==> src/rtl/acc32_pkg.sv <==
// acc32_pkg: shared definitions for the acc32 accumulator stage.
//   state_e     FSM state encoding (IDLE, ACCUM, HOLD)
//   DATA_W_DEF  default data / accumulator width
//   CNT_W_DEF   default burst-length / sample-counter width
// Optional feature macro used by this slice: ACC32_SAT_EN (see acc32_stage).
package acc32_pkg;

  localparam int DATA_W_DEF = 32;
  localparam int CNT_W_DEF  = 8;

  typedef enum logic [1:0] {
    IDLE  = 2'd0,
    ACCUM = 2'd1,
    HOLD  = 2'd2
  } state_e;

endpackage : acc32_pkg

==> src/rtl/acc32_if.sv <==
// acc32_if: stream and control bundle of the acc32 accumulator stage.
//   start, len                 burst request (len sampled with start)
//   in_valid, in_ready, in_data  sample input stream
//   out_valid, out_ready, out_data, out_ovf  result stream
//   busy                       stage is inside a burst (ACCUM or HOLD)
// Modports: master = the side driving bursts and consuming results,
//           slave  = the accumulator stage itself.
//
// Handshake rule for both streams: a word moves on a rising clk edge where
// valid and ready are both 1. The producer keeps valid and data stable until
// that edge; ready may be asserted independently of valid.
interface acc32_if
  import acc32_pkg::*;
#(
  parameter int DATA_W = DATA_W_DEF,
  parameter int CNT_W  = CNT_W_DEF
);

  logic              start;
  logic [CNT_W-1:0]  len;
  logic              in_valid;
  logic              in_ready;
  logic [DATA_W-1:0] in_data;
  logic              out_valid;
  logic              out_ready;
  logic [DATA_W-1:0] out_data;
  logic              out_ovf;
  logic              busy;

  modport master (
    output start, len, in_valid, in_data, out_ready,
    input  in_ready, out_valid, out_data, out_ovf, busy
  );

  modport slave (
    input  start, len, in_valid, in_data, out_ready,
    output in_ready, out_valid, out_data, out_ovf, busy
  );

endinterface : acc32_if

==> src/rtl/acc32_addc.sv <==
// acc32_addc: combinational unsigned adder with carry out.
//   a, b  in   DATA_W  operands
//   sum   out  DATA_W  low DATA_W bits of a + b
//   cout  out  1       carry out of bit DATA_W-1
module acc32_addc
  import acc32_pkg::*;
#(
  parameter int DATA_W = DATA_W_DEF
) (
  input  logic [DATA_W-1:0] a,
  input  logic [DATA_W-1:0] b,
  output logic [DATA_W-1:0] sum,
  output logic              cout
);

  assign {cout, sum} = {1'b0, a} + {1'b0, b};

endmodule : acc32_addc

==> src/rtl/acc32_stage.sv <==
// acc32_stage: accumulates a burst of len input words into a running total
// and presents the total plus a sticky carry-overflow flag on a result port
// until it is taken.
//   clk        in   1        rising-edge clock
//   rst        in   1        asynchronous reset, active-high
//   bus        slave modport of acc32_if (start/len, input stream,
//              result stream, busy)
//   dbg_state  out  state_e  current FSM state, for observation only
// Build option: ACC32_SAT_EN defined -> saturating unsigned accumulate
// (total pins at all ones once a carry occurs); undefined -> wrap-around.
// In both builds out_ovf records any carry during the burst.
module acc32_stage
  import acc32_pkg::*;
#(
  parameter int DATA_W = DATA_W_DEF,
  parameter int CNT_W  = CNT_W_DEF
) (
  input  logic   clk,
  input  logic   rst,
  acc32_if.slave bus,
  output state_e dbg_state
);

  state_e            state;
  state_e            state_nxt;
  logic [DATA_W-1:0] acc;
  logic [CNT_W-1:0]  cnt;
  logic              ovf;
  logic [DATA_W-1:0] out_data_q;
  logic              out_ovf_q;

  logic              accept;
  logic              last;
  logic [DATA_W-1:0] add_sum;
  logic              add_cout;
  logic [DATA_W-1:0] acc_nxt;
  logic              ovf_nxt;

  acc32_addc #(.DATA_W(DATA_W)) u_addc (
    .a    (acc),
    .b    (bus.in_data),
    .sum  (add_sum),
    .cout (add_cout)
  );

  assign accept = (state == ACCUM) && bus.in_valid;
  // cnt holds the number of samples still owed; len=0 loads 0, which wraps
  // through 2**CNT_W-1 so a full 2**CNT_W samples are taken.
  assign last   = accept && (cnt == CNT_W'(1));

`ifdef ACC32_SAT_EN
  // Once a carry occurs acc is all ones; any further add either carries
  // again or adds zero, so it stays saturated for the rest of the burst.
  assign acc_nxt = add_cout ? {DATA_W{1'b1}} : add_sum;
`else
  assign acc_nxt = add_sum;
`endif
  assign ovf_nxt = ovf | add_cout;

  always_comb begin
    state_nxt = state;
    case (state)
      IDLE:    if (bus.start)     state_nxt = ACCUM;
      ACCUM:   if (last)          state_nxt = HOLD;
      HOLD:    if (bus.out_ready) state_nxt = IDLE;
      default:                    state_nxt = IDLE;
    endcase
  end

  always_ff @(posedge clk or posedge rst) begin
    if (rst) begin
      state      <= IDLE;
      acc        <= '0;
      cnt        <= '0;
      ovf        <= 1'b0;
      out_data_q <= '0;
      out_ovf_q  <= 1'b0;
    end else begin
      state <= state_nxt;
      if ((state == IDLE) && bus.start) begin
        acc <= '0;
        ovf <= 1'b0;
        cnt <= bus.len;
      end else if (accept) begin
        acc <= acc_nxt;
        ovf <= ovf_nxt;
        cnt <= cnt - CNT_W'(1);
        // The result registers are separate from acc so the presented
        // total survives the next burst's clear and accumulation.
        if (last) begin
          out_data_q <= acc_nxt;
          out_ovf_q  <= ovf_nxt;
        end
      end
    end
  end

  assign bus.in_ready  = (state == ACCUM);
  assign bus.out_valid = (state == HOLD);
  assign bus.busy      = (state == ACCUM) || (state == HOLD);
  assign bus.out_data  = out_data_q;
  assign bus.out_ovf   = out_ovf_q;
  assign dbg_state     = state;

endmodule : acc32_stage

==> src/flat_wrapper.sv <==
// flat-port wrapper written by rule: the top's interface ports become plain ports
module acc32_stage_flat import acc32_pkg::*;
#(
  parameter int DATA_W = DATA_W_DEF,
  parameter int CNT_W  = CNT_W_DEF
)
  (clk, rst, dbg_state, bus_start, bus_len, bus_in_valid, bus_in_data, bus_out_ready, bus_in_ready, bus_out_valid, bus_out_data, bus_out_ovf, bus_busy);
  acc32_if #(.DATA_W(DATA_W), .CNT_W(CNT_W)) bus_i ();
  input  logic clk;
  input  logic rst;
  output state_e dbg_state;
  input wire logic [$bits(bus_i.start)-1:0] bus_start;
  input wire logic [$bits(bus_i.len)-1:0] bus_len;
  input wire logic [$bits(bus_i.in_valid)-1:0] bus_in_valid;
  input wire logic [$bits(bus_i.in_data)-1:0] bus_in_data;
  input wire logic [$bits(bus_i.out_ready)-1:0] bus_out_ready;
  output wire logic [$bits(bus_i.in_ready)-1:0] bus_in_ready;
  output wire logic [$bits(bus_i.out_valid)-1:0] bus_out_valid;
  output wire logic [$bits(bus_i.out_data)-1:0] bus_out_data;
  output wire logic [$bits(bus_i.out_ovf)-1:0] bus_out_ovf;
  output wire logic [$bits(bus_i.busy)-1:0] bus_busy;
  assign bus_i.start = bus_start;
  assign bus_i.len = bus_len;
  assign bus_i.in_valid = bus_in_valid;
  assign bus_i.in_data = bus_in_data;
  assign bus_i.out_ready = bus_out_ready;
  assign bus_in_ready = bus_i.in_ready;
  assign bus_out_valid = bus_i.out_valid;
  assign bus_out_data = bus_i.out_data;
  assign bus_out_ovf = bus_i.out_ovf;
  assign bus_busy = bus_i.busy;
  acc32_stage #(.DATA_W(DATA_W), .CNT_W(CNT_W)) u_core (.clk(clk), .rst(rst), .bus(bus_i), .dbg_state(dbg_state));
endmodule
==> config.mk <==
export PLATFORM = sky130hd
export DESIGN_NAME = acc32_stage_flat
export DESIGN_NICKNAME = d
export VERILOG_FILES = /design/src/rtl/acc32_pkg.sv /design/src/rtl/acc32_if.sv /design/src/rtl/acc32_addc.sv /design/src/rtl/acc32_stage.sv /design/src/flat_wrapper.sv
export SDC_FILE = /design/constraint.sdc
export NUM_CORES = 1
export LEC_CHECK = 0
export ABC_AREA = 1
export CORE_MARGIN = 2
export CORE_UTILIZATION = 45
export CTS_CLUSTER_SIZE = 10
export DETAILED_ROUTE_END_ITERATION = 8
export PLACE_DENSITY = 0.76
export SLEW_MARGIN = 15
export SYNTH_ARGS = -nofsm -noshare
export SYNTH_HDL_FRONTEND = slang
export SYNTH_SLANG_ARGS = --single-unit
==> constraint.sdc <==
create_clock -name clk -period 7.6 [get_ports clk]
set_input_delay 1.52 -clock clk [delete_from_list [all_inputs] [get_ports clk]]
set_output_delay 1.52 -clock clk [all_outputs]
set_load 0.005 [all_outputs]
==> flow_summary.json <==
{
  "grt-ovfl-total": 0,
  "fmax_mhz": 286,
  "placed_area_sq_um": 6540,
  "drcViolationCount": 0,
  "yosysMostFrequentCell": "nand2_1",
  "yosys-top-cells-area": "dfrtp_1, nand2_1, inv_1",
  "startpoint_type": "input port",
  "post-route-min-period_ns": 3.49,
  "cts_made_buffers": 9,
  "cts_tree": "yes",
  "clkLatencyLatePin_ns": 0.35,
  "period_share": 0.460,
  "die_h_um": 115,
  "required_ns": 7.83,
  "design_area_sq_um": 6850,
  "die_w_um": 115,
  "vias": 5284,
  "hold_viol": 0,
  "yosysUniqueCellTypes": 41,
  "gr-usage-all-layers": 0.227,
  "reg2reg_from": "u_core.dbg_state[1]",
  "top_usage_layer": "met2",
  "min_path_type": "reg -> reg",
  "syn_inst": 835,
  "num_antenna_cells": 0,
  "grtUsageMet2": 0.353,
  "fin_util": 0.568,
  "yosys_register_bits": 76,
  "skew_ns": 0.0102,
  "rsz0062_at_grt": "false",
  "drive_gt1_frac": 0.0456,
  "globalRouteMet1Util": 0.325,
  "total_power_mw": 2.18,
  "arrival_ns": 3.73,
  "end_kind": "register",
  "drt-total-wl_mm": 14.1,
  "yosysTopAreaCell": "dfrtp_1",
  "regArea_sq_um": 1900,
  "tns_ns": 0,
  "grtUsageMet3": 0.0392,
  "dr.pass1.iters": 5,
  "slew_headroom": 0.289,
  "grt_max_degree": 77,
  "clock-sinks": 76,
  "ff2ff_path_depth": 6,
  "synthesis.area_sq_um": 5590,
  "viasPerCell": 4.85,
  "pin_count": 83,
  "root_buffer": "clkbuf_16",
  "status": "finished, final reports clean",
  "synth.yosys.warnings": 0,
  "synth_edf_count": 0,
  "cts_hold_buffers": 0,
  "cts-resized-gates": 0,
  "ys.flop_type": "dfrtp_1",
  "fillers": 1151,
  "fin_nets": 1001,
  "cap_violations": 0,
  "dp_hpwl_mm": 10.5,
  "leakage_nw": 3.78,
  "syn_avg_cell_area_sq_um": 6.70,
  "r2r_end": "u_core.acc[2]",
  "async_reset_ff_frac": 1.00,
  "fp-row-count": 40,
  "final_max_slew_viol_count": 0,
  "r2r_slack_ns": 4.93,
  "worst_pin_slew_ns": 1.06,
  "synth_commonest_cells": "nand2_1, inv_1, dfrtp_1",
  "antenna_found_initial": 0,
  "post_cts_buffers": 0,
  "start_util": 0.463,
  "gp_congestion": 0.954,
  "syn_to_final_growth_pct": 22.5,
  "yosys.area.top_type_share": 0.340,
  "synth_nets": 919,
  "cts_buffer_depth": 2,
  "clk_pin_slew_ns": 0.06,
  "dieArea_sq_um": 13300,
  "startpoint": "bus_in_valid",
  "critical_path_class": "in -> reg",
  "antenna_left": 0,
  "coreArea_sq_um": 12100,
  "multi_input_area_sq_um": 3100,
  "setup_violations": 0,
  "ir_drop_v": 0.000196,
  "crit_end": "u_core.acc[2]",
  "drtIter0Drc": 378,
  "io_buffer_count": 82,
  "h-tree-depth": 3,
  "p_per_area_nw_per_um2": 319,
  "routedWlPerCell_um": 12.9,
  "path_max_fanout": 34,
  "ys_seq_area_frac": 0.340,
  "grt_pass1_vias": 5105,
  "grt_pass1_wl_mm": 24.1
}
==> metal layers <==
| metal | vias to the layer above | wire length (um) | part of all wire |
|---|---|---|---|
| met5 | - | 0 | 0 |
| met4 | 0 | 205 | 0.015 |
| met3 | 14 | 698 | 0.050 |
| met2 | 130 | 6170 | 0.44 |
| met1 | 2380 | 7020 | 0.50 |
| li1 | 2760 | - | - |
==> flip-flops by register name (all words and copies together) (netlist names) <==
register             count
u_core.acc              32
u_core.bus.out_data     32
u_core.cnt               8
u_core.dbg_state         2
u_core.bus.out_ovf       1
u_core.ovf               1
==> layout make-up <==
type                            count  area share
Clock inverter                      6      0.0106
Tap cell                          168      0.0307
Multi-Input combinational cell    616       0.453
Clock buffer                       10      0.0349
Inverter                          131      0.0727
Sequential cell                    76       0.278
Timing Repair Buffer               83       0.121
==> logic make-up after synthesis <==
logic type	count (synthesis)	share of synthesized area
adder cells (fa/ha/maj)	39	0.0886
AO/OA/AOI/OAI	64	0.0705
flip-flops	76	0.340
XOR/XNOR	17	0.0266
AND/OR/NAND/NOR	496	0.369
buffers and inverters	143	0.105
==> power breakdown <==
part           total (mW)  switching [mW]  internal (mW)  leakage, nW
sequential          0.600          0.0778          0.523         1.01
clock               0.451           0.185          0.266        0.149
combinational        1.13           0.695          0.435         2.62
total                2.18           0.958           1.22         3.78
==> per-stage QoR <==
step | hold slack [ns] | setup slack [ns] | instances
2_1_floorplan | 0.440 | 4.14 | 835
3_3_place_gp | 0.457 | 3.75 | 1074
3_5_place_dp | 0.463 | 3.69 | 1074
4_1_cts | 0.479 | 4.06 | 1090
5_1_grt | 0.504 | 3.90 | 1090
6_report | 0.474 | 4.11 | 1090
==> critical path, cell delays in order <==
cell and delay (ns):
clkdlybuf4s50_1 0.45, nand2_1 0.12, nand2_1 0.26, clkinv_1 0.88, a22o_1 0.48
==> worst min-delay path by stage <==
stage | from | end | slack [ns] | cells past startpoint
finish | u_core.bus.out_data[2] | u_core.bus.out_data[2] | 0.47 | 2
global route | u_core.bus.out_data[23] | u_core.bus.out_data[23] | 0.50 | 2
CTS | u_core.bus.out_data[2] | u_core.bus.out_data[2] | 0.48 | 2
detailed placement | u_core.bus.out_data[2] | u_core.bus.out_data[2] | 0.46 | 2
global placement | u_core.bus.out_data[2] | u_core.bus.out_data[2] | 0.46 | 2
floorplan | u_core.ovf | u_core.ovf | 0.44 | 2
==> cells in the final DEF, fill, tap and decap left out, drive strengths merged <==
cell / synthesis / routed
o22ai: 1 / 1
ha: 38 / 38
clkinvlp: 0 / 1
o21bai: 3 / 3
fa: 1 / 1
o221ai: 3 / 3
o311ai: 1 / 1
a31oi: 1 / 1
clkinv: 1 / 5
nand3b: 6 / 6
a22o: 1 / 1
a21oi: 21 / 21
nand2: 364 / 364
nand3: 61 / 61
or2: 2 / 2
o21ai: 26 / 26
nor3: 3 / 3
xnor2: 10 / 10
inv: 130 / 130
dfrtp: 76 / 76
a21o: 2 / 2
clkbuf: 3 / 10
buf: 9 / 1
nand4: 5 / 5
bufinv: 0 / 1
xor2: 7 / 7
nor2: 53 / 53
and2: 2 / 2
o211ai: 5 / 5
clkdlybuf4s50: 0 / 82
(Power assumes the default switching activity.)
